==> src/rtl/icache_dm_fetch_if.sv <==
// Fetch-side and backing-memory-side signal bundle for the direct-mapped I-cache.
// The slave modport is the cache's view. The master modport is the view of the
// surrounding core/memory environment that drives the cache.
interface icache_dm_fetch_if;
  logic [31:0] imem_A;
  logic        imem_read;
  logic        imem_ready;
  logic [31:0] imem_RD;
  logic        mem_req;
  logic [31:0] mem_addr;
  logic        mem_ack;
  logic [31:0] mem_rdata;

  modport slave (
    input  imem_A, imem_read, mem_ack, mem_rdata,
    output imem_ready, imem_RD, mem_req, mem_addr
  );

  modport master (
    output imem_A, imem_read, mem_ack, mem_rdata,
    input  imem_ready, imem_RD, mem_req, mem_addr
  );
endinterface

==> src/rtl/icache_dm_fetch.sv <==
// Direct-mapped, read-only instruction cache in front of a word-wide backing memory.
// Hits return data combinationally. A miss refills the whole line in ascending beat
// order over a req/ack handshake, with imem_ready held low so that fetch stalls.
module icache_dm_fetch #(
  parameter int LINES      = 16,
  parameter int LINE_WORDS = 4,
  parameter int CNT_W      = 16
) (
  input  logic              clk,
  input  logic              rst,
  icache_dm_fetch_if.slave  bus,
  input  logic              flush,
  output logic [CNT_W-1:0]  miss_cnt
);

  localparam int OFF_W = $clog2(LINE_WORDS);
  localparam int IDX_W = $clog2(LINES);
  localparam int OB    = 2 + OFF_W;
  localparam int TAG_W = 32 - OB - IDX_W;
  localparam logic [OFF_W-1:0] LAST_BEAT = OFF_W'(LINE_WORDS - 1);

  typedef enum logic {IDLE, REFILL} state_t;

  state_t state, state_nxt;

  // Lookup address fields
  logic [OFF_W-1:0] off_a;
  logic [IDX_W-1:0] idx_a;
  logic [TAG_W-1:0] tag_a;
  logic [1:0]       unused_addr_lsb;

  // Line storage: valid bits are reset, tags and data are not
  logic [LINES-1:0] valid_q;
  logic [TAG_W-1:0] tag_mem  [LINES];
  logic [31:0]      data_mem [LINES*LINE_WORDS];

  // Refill bookkeeping
  logic [IDX_W-1:0] miss_idx;
  logic [TAG_W-1:0] miss_tag;
  logic [OFF_W-1:0] beat;
  logic             drop;

  logic hit;
  logic start_miss;
  logic beat_ack;
  logic final_ack;

  assign off_a           = bus.imem_A[OB-1:2];
  assign idx_a           = bus.imem_A[OB+IDX_W-1:OB];
  assign tag_a           = bus.imem_A[31:OB+IDX_W];
  assign unused_addr_lsb = bus.imem_A[1:0];

  assign hit        = valid_q[idx_a] && (tag_mem[idx_a] == tag_a);
  // Flush wins over a miss in IDLE, so no refill starts on a flush cycle.
  assign start_miss = (state == IDLE) && bus.imem_read && !hit && !flush;
  // Acks are only meaningful while a refill is outstanding.
  assign beat_ack   = (state == REFILL) && bus.mem_ack;
  assign final_ack  = beat_ack && (beat == LAST_BEAT);

  assign bus.imem_RD = data_mem[{idx_a, off_a}];

  // State register
  always_ff @(posedge clk or posedge rst) begin
    if (rst) state <= IDLE;
    else     state <= state_nxt;
  end

  // Next-state logic: enter REFILL on a miss, leave on the last beat's ack
  always_comb begin
    state_nxt = state;
    case (state)
      IDLE:    if (start_miss) state_nxt = REFILL;
      REFILL:  if (final_ack)  state_nxt = IDLE;
      default: state_nxt = IDLE;
    endcase
  end

  // Output logic: a hit is only reported while idle, never during or on the way out of a refill
  always_comb begin
    bus.imem_ready = (state == IDLE) && bus.imem_read && hit;
  end

  // Control registers: request/address sequencing, beat count, drop flag, valid bits, miss counter
  always_ff @(posedge clk or posedge rst) begin
    if (rst) begin
      bus.mem_req  <= 1'b0;
      bus.mem_addr <= '0;
      beat         <= '0;
      drop         <= 1'b0;
      valid_q      <= '0;
      miss_cnt     <= '0;
    end else begin
      if (start_miss) begin
        bus.mem_req  <= 1'b1;
        bus.mem_addr <= {bus.imem_A[31:OB], {OB{1'b0}}};
        beat         <= '0;
        if (miss_cnt != {CNT_W{1'b1}}) miss_cnt <= miss_cnt + 1'b1;
      end else if (beat_ack) begin
        bus.mem_addr <= bus.mem_addr + 32'd4;
        beat         <= beat + 1'b1;
        if (final_ack) bus.mem_req <= 1'b0;
      end

      // A flush during refill still lets the line finish but marks it to be left invalid.
      if (state != REFILL || final_ack) drop <= 1'b0;
      else if (flush)                   drop <= 1'b1;

      // Flush on the final-ack edge overrides the line's valid write.
      if (flush)          valid_q           <= '0;
      else if (final_ack) valid_q[miss_idx] <= !drop;
    end
  end

  // Data path: capture the miss line coordinates, then write beats and the tag as they arrive
  always_ff @(posedge clk) begin
    if (start_miss) begin
      miss_idx <= idx_a;
      miss_tag <= tag_a;
    end
    if (beat_ack) data_mem[{miss_idx, beat}] <= bus.mem_rdata;
    if (final_ack) tag_mem[miss_idx] <= miss_tag;
  end

endmodule
==> src/flat_wrapper.sv <==
// flat-port wrapper written by rule: the top's interface ports become plain ports
module icache_dm_fetch_flat 
#(
  parameter int LINES      = 16,
  parameter int LINE_WORDS = 4,
  parameter int CNT_W      = 16
)
  (clk, rst, flush, miss_cnt, bus_imem_A, bus_imem_read, bus_mem_ack, bus_mem_rdata, bus_imem_ready, bus_imem_RD, bus_mem_req, bus_mem_addr);
  icache_dm_fetch_if bus_i ();
  input  logic clk;
  input  logic rst;
  input  logic flush;
  output logic [CNT_W-1:0] miss_cnt;
  input wire logic [$bits(bus_i.imem_A)-1:0] bus_imem_A;
  input wire logic [$bits(bus_i.imem_read)-1:0] bus_imem_read;
  input wire logic [$bits(bus_i.mem_ack)-1:0] bus_mem_ack;
  input wire logic [$bits(bus_i.mem_rdata)-1:0] bus_mem_rdata;
  output wire logic [$bits(bus_i.imem_ready)-1:0] bus_imem_ready;
  output wire logic [$bits(bus_i.imem_RD)-1:0] bus_imem_RD;
  output wire logic [$bits(bus_i.mem_req)-1:0] bus_mem_req;
  output wire logic [$bits(bus_i.mem_addr)-1:0] bus_mem_addr;
  assign bus_i.imem_A = bus_imem_A;
  assign bus_i.imem_read = bus_imem_read;
  assign bus_i.mem_ack = bus_mem_ack;
  assign bus_i.mem_rdata = bus_mem_rdata;
  assign bus_imem_ready = bus_i.imem_ready;
  assign bus_imem_RD = bus_i.imem_RD;
  assign bus_mem_req = bus_i.mem_req;
  assign bus_mem_addr = bus_i.mem_addr;
  icache_dm_fetch #(.LINES(LINES), .LINE_WORDS(LINE_WORDS), .CNT_W(CNT_W)) u_core (.clk(clk), .rst(rst), .bus(bus_i), .flush(flush), .miss_cnt(miss_cnt));
endmodule
==> config.mk <==
export PLATFORM = sky130hd
export DESIGN_NAME = icache_dm_fetch_flat
export DESIGN_NICKNAME = d
export VERILOG_FILES = /design/src/rtl/icache_dm_fetch_if.sv /design/src/rtl/icache_dm_fetch.sv /design/src/flat_wrapper.sv
export SDC_FILE = /design/constraint.sdc
export NUM_CORES = 2
export LEC_CHECK = 0
export BUFFER_PORTS_ARGS = -buffer_cell sky130_fd_sc_hd__buf_2
export CAP_MARGIN = 20
export CORE_MARGIN = 4
export CORE_UTILIZATION = 40
export DETAILED_ROUTE_END_ITERATION = 10
export SETUP_SLACK_MARGIN = 0.5
export SLEW_MARGIN = 30
export SYNTH_ARGS = -nofsm -noshare
export SYNTH_HDL_FRONTEND = slang
export SYNTH_SLANG_ARGS = --single-unit
==> constraint.sdc <==
create_clock -name clk -period 4.7 [get_ports clk]
set_input_delay 1.175 -clock clk [delete_from_list [all_inputs] [get_ports clk]]
set_output_delay 1.175 -clock clk [all_outputs]
set_load 0.01 [all_outputs]
==> impl_metrics.sql <==
INSERT INTO impl_metrics (metric_group, metric, value, unit) VALUES
('route', 'drt-total-wl', '243', 'mm'),
('synth', 'synth_top_cell_by_area', 'edfxtp_1', ''),
('clocking', 'root_buffer', 'clkbuf_16', ''),
('critical_path', 'start_kind', 'input port', ''),
('sta', 'max_slew.worst_pin.slew', '0.867', 'ns'),
('placed_design', 'post-dp-hpwl', '137', 'mm'),
('power', 'power_per_cell_area', '429', 'nW/um^2'),
('route', 'routed_wire_length_per_instance', '30.3', 'um'),
('synth', 'synth_async_sr_flop_share', '2.65', '%'),
('power', 'total_leakage_power', '36.8', 'nW'),
('floorplanning', 'ioPinCount', '151', ''),
('floorplanning', 'die_height', '501', 'um'),
('synth', 'ys_seq_area_share', '77.8', '%'),
('critical_path', 'timing.rr.end', 'u_core.bus.mem_addr[27]', ''),
('route', 'routed-via-count', '45700', ''),
('final_layout', 'post_route_cells_drive_above_1_share', '36.7', '%'),
('synth', 'synth_top_flop_cell', 'edfxtp_1', ''),
('critical_path', 'endpoint_kind', 'primary output', ''),
('final_layout', 'area_growth', '19.3', '%'),
('synth', 'avgSynthCellArea', '23.9', 'sq um'),
('grt', 'grt_max_degree', '65', ''),
('placed_design', 'place_congestion', '0.761', ''),
('clocking', 'worst_skew_pair.late_latency', '0.90', 'ns'),
('clocking', 'htreeDepth', '5', ''),
('clocking', 'cts_buffers', '279', ''),
('clocking', 'cts_sinks', '2527', ''),
('sta', 'hold_ws', '0.357', 'ns'),
('clocking', 'number_of_buffers_on_the_longest_clock_path', '4', ''),
('grt', 'vias_in_the_first_global_route', '47300', ''),
('sta', 'fin_crit', '5.02', 'ns'),
('critical_path', 'setup_slack_of_the_worst_register_to_register_path', '1.28', 'ns'),
('critical_path', 'timing.setup.critical_path_class', 'input port to primary output', ''),
('route', 'drt_iter0_drc', '4637', ''),
('sta', 'number_of_pins_with_negative_max_slew_slack_in_the_final_report', '0', ''),
('grt', 'initial_antenna_violation_count', '15', ''),
('floorplanning', 'die_w', '501', 'um'),
('route', 'postRouteAntennaNets', '0', ''),
('power', 'total_chip_power', '49.7', 'mW'),
('route', 'route.detailed.drc', '0', ''),
('floorplanning', 'die_ar', '251000', 'sq um'),
('run_status', 'status', 'finished, violations left', ''),
('clocking', 'worst_setup_hold_path_clk_slew', '0.06', 'ns'),
('route', 'first_pass_iters', '6', ''),
('sta', 'timing.clock.skew', '0.0683', 'ns'),
('grt', 'grt_overflow_total', '0', ''),
('critical_path', 'crit_arrival', '3.85', 'ns'),
('critical_path', 'worstPathMaxFanout', '6', ''),
('grt', 'grtUsageTotal', '19.4', '%'),
('synth', 'synth.distinct_cells', '63', ''),
('floorplanning', 'placeableCoreArea', '241000', 'sq um'),
('floorplanning', 'core.rowCount', '180', ''),
('sta', 'final-hold-violation-count', '0', ''),
('clocking', 'ctsHoldBuffers', '0', ''),
('sta', 'finalCritPeriodShare', '107', '%'),
('synth', 'ys_ff_latch', '2527', ''),
('sta', 'grt_setup_unrepaired', 'yes', ''),
('min_path', 'hp-class', 'input port to async pin', ''),
('sta', 'setup_viol_count_final', '29', ''),
('final_layout', 'fillerInstances', '19200', ''),
('grt', 'global_route_wire_length_before_repair', '348', 'mm'),
('sta', 'worst_case_headroom_to_the_max_slew_limit', '42.0', '%'),
('synth', 'netlist_area', '97100', 'sq um'),
('synth', 'synthDominantCellAreaShare', '76.1', '%'),
('synth', 'synthCells', '4058', ''),
('critical_path', 'r2r_cells', '14', ''),
('route', 'vias_per_cell', '5.69', ''),
('flow_run', 'maxCapViolations', '0', ''),
('sta', 'fmaxAchievable', '199', 'MHz'),
('synth', 'synth_top_cells_by_area', 'edfxtp_1 (76%), mux4_2 (18%), dfrtp_1 (1.7%)', ''),
('final_layout', 'nets', '4732', ''),
('power', 'vdd_ir_drop_max', '326', 'uV'),
('synth', 'synth_edf_count', '2460', ''),
('run_status', 'failed_checks', 'setup timing', ''),
('critical_path', 'cp_data_required_time', '3.52', 'ns'),
('sta', 'worst_slack', '-0.323', 'ns'),
('clocking', 'cts_tree', 'built', ''),
('placed_design', 'portBuffers', '146', ''),
('placed_design', 'place_worst_setup_slack', '-0.599', 'ns'),
('synth', 'yosys_warnings', '0', ''),
('floorplanning', 'starting_density_of_the_core', '40.3', '%'),
('critical_path', 'beginning_of_the_worst_register_to_register_path', 'u_core.tag_mem[13][13]', '');
-- how the worst max path moves through the flow --
stage | cells past startpoint | endpoint | startpoint | slack (ns)
finish | 13 | bus_imem_ready | bus_imem_A[6] | -0.32
global route | 12 | bus_imem_ready | u_core.tag_mem[13][13] | -0.49
CTS | 12 | bus_imem_ready | u_core.tag_mem[13][9] | -0.35
detailed placement | 12 | bus_imem_ready | bus_imem_A[4] | -0.60
global placement | 12 | bus_imem_ready | bus_imem_A[4] | -0.62
floorplan | 11 | bus_imem_ready | bus_imem_A[4] | 0.27
-- synthesized netlist by cell type (all sizes together) (8+ instances only) --
cell and number:
nand4 15, nand2 63, buf 82, nor2b 10
mux4 756, mux2 21, clkbuf 130, xnor2 30
a21oi 12, nor2 110, nand2b 9, nor3 17
and3 21, or3 8, dfrtp 67, o21ai 33
edfxtp 2460, xor2 24, nand3 36, mux2i 54
a211oi 18
-- cell families (layout without fill, tap and decap cells) --
kind of cell	count (synthesis)	in the layout	synth area share, %
adder cells (fa/ha/maj)	3	3	0.0387
other	1	7	0.00386
AND/OR/NAND/NOR	319	319	1.59
XOR/XNOR	54	54	0.487
flip-flops	2527	2527	77.8
buffers and inverters	218	1010	0.996
multiplexers	831	831	18.3
AO/OA/AOI/OAI	105	105	0.744
-- registers in the layout (all words and copies together) (netlist names) --
register	cells
u_core.tag_mem	384
u_core.state	1
u_core.drop	1
u_core.bus.mem_addr	30
u_core.bus.mem_req	1
u_core.miss_idx	4
u_core.miss_tag	24
u_core.miss_cnt	16
u_core.data_mem	2048
u_core.valid_q	16
u_core.beat	2
-- what timing repair did --
item | CTS | global route
pin swaps | 8 | 8
hold endpoints to repair | 0 | 0
resized for setup | 156 | 38
cloned | 23 | 3
buffers inserted | 36 | 9
endpoints found under the setup margin | 33 | 33
-- layout by cell type (no fill, tap or decap), types with 54 or more instances in the layout --
cell type,n
mux4_2,756
edfxtp_1,2460
nor2_4,69
clkbuf_1,70
buf_2,82
buf_4,232
dfrtp_1,67
nand2_1,55
clkbuf_16,290
buf_12,102
clkinv_1,54
buf_6,57
-- metrics by stage --
step,instance area (sq um),TNS [ns],utilization [%],std cells
2_1_floorplan,98100,0,-,4059
3_3_place_gp,105000,-6.40,43.6,7490
3_5_place_dp,105000,-6.44,43.7,7493
4_1_cts,115000,-2.38,47.9,8024
5_1_grt,116000,-3.50,48.1,8038
6_report,116000,-2.26,48.1,8041
-- worst max-delay path: stages --
cell,delay [ns]
buf_8,0.11
mux4_2,0.53
mux2i_4,0.24
o2bb2ai_2,0.11
a2111oi_4,0.30
buf_4,0.18
o2111ai_2,0.10
buf_4,0.18
nor4b_4,0.29
nand2_1,0.13
nor3_4,0.24
buf_4,0.16
buf_6,0.09
-- layer usage --
metal	GRT usage (%)	wire (um)	up-vias
met5	0	36	-
met4	4.97	5960	6
met3	3.52	16200	363
met2	31.3	119000	1648
met1	27.4	102000	25000
li1	-	-	18700
-- cell type report --
| cell class | count | area (sq um) | share of cell area [%] |
|---|---|---|---|
| Clock inverter | 115 | 993 | 0.858 |
| Antenna cell | 5 | 12.5 | 0.0108 |
| Sequential cell | 2527 | 75500 | 65.2 |
| Multi-Input combinational cell | 1314 | 21500 | 18.5 |
| Tap cell | 3185 | 3990 | 3.44 |
| Clock buffer | 357 | 7440 | 6.43 |
| Timing Repair Buffer | 532 | 6360 | 5.49 |
| Inverter | 6 | 25.0 | 0.0216 |
-- report_power, final --
part           switching, mW  internal, mW
combinational           1.99          1.62
clock                   8.41          12.1
sequential             0.407          25.2
total                   10.8          38.9
(Power assumes the default switching activity.)
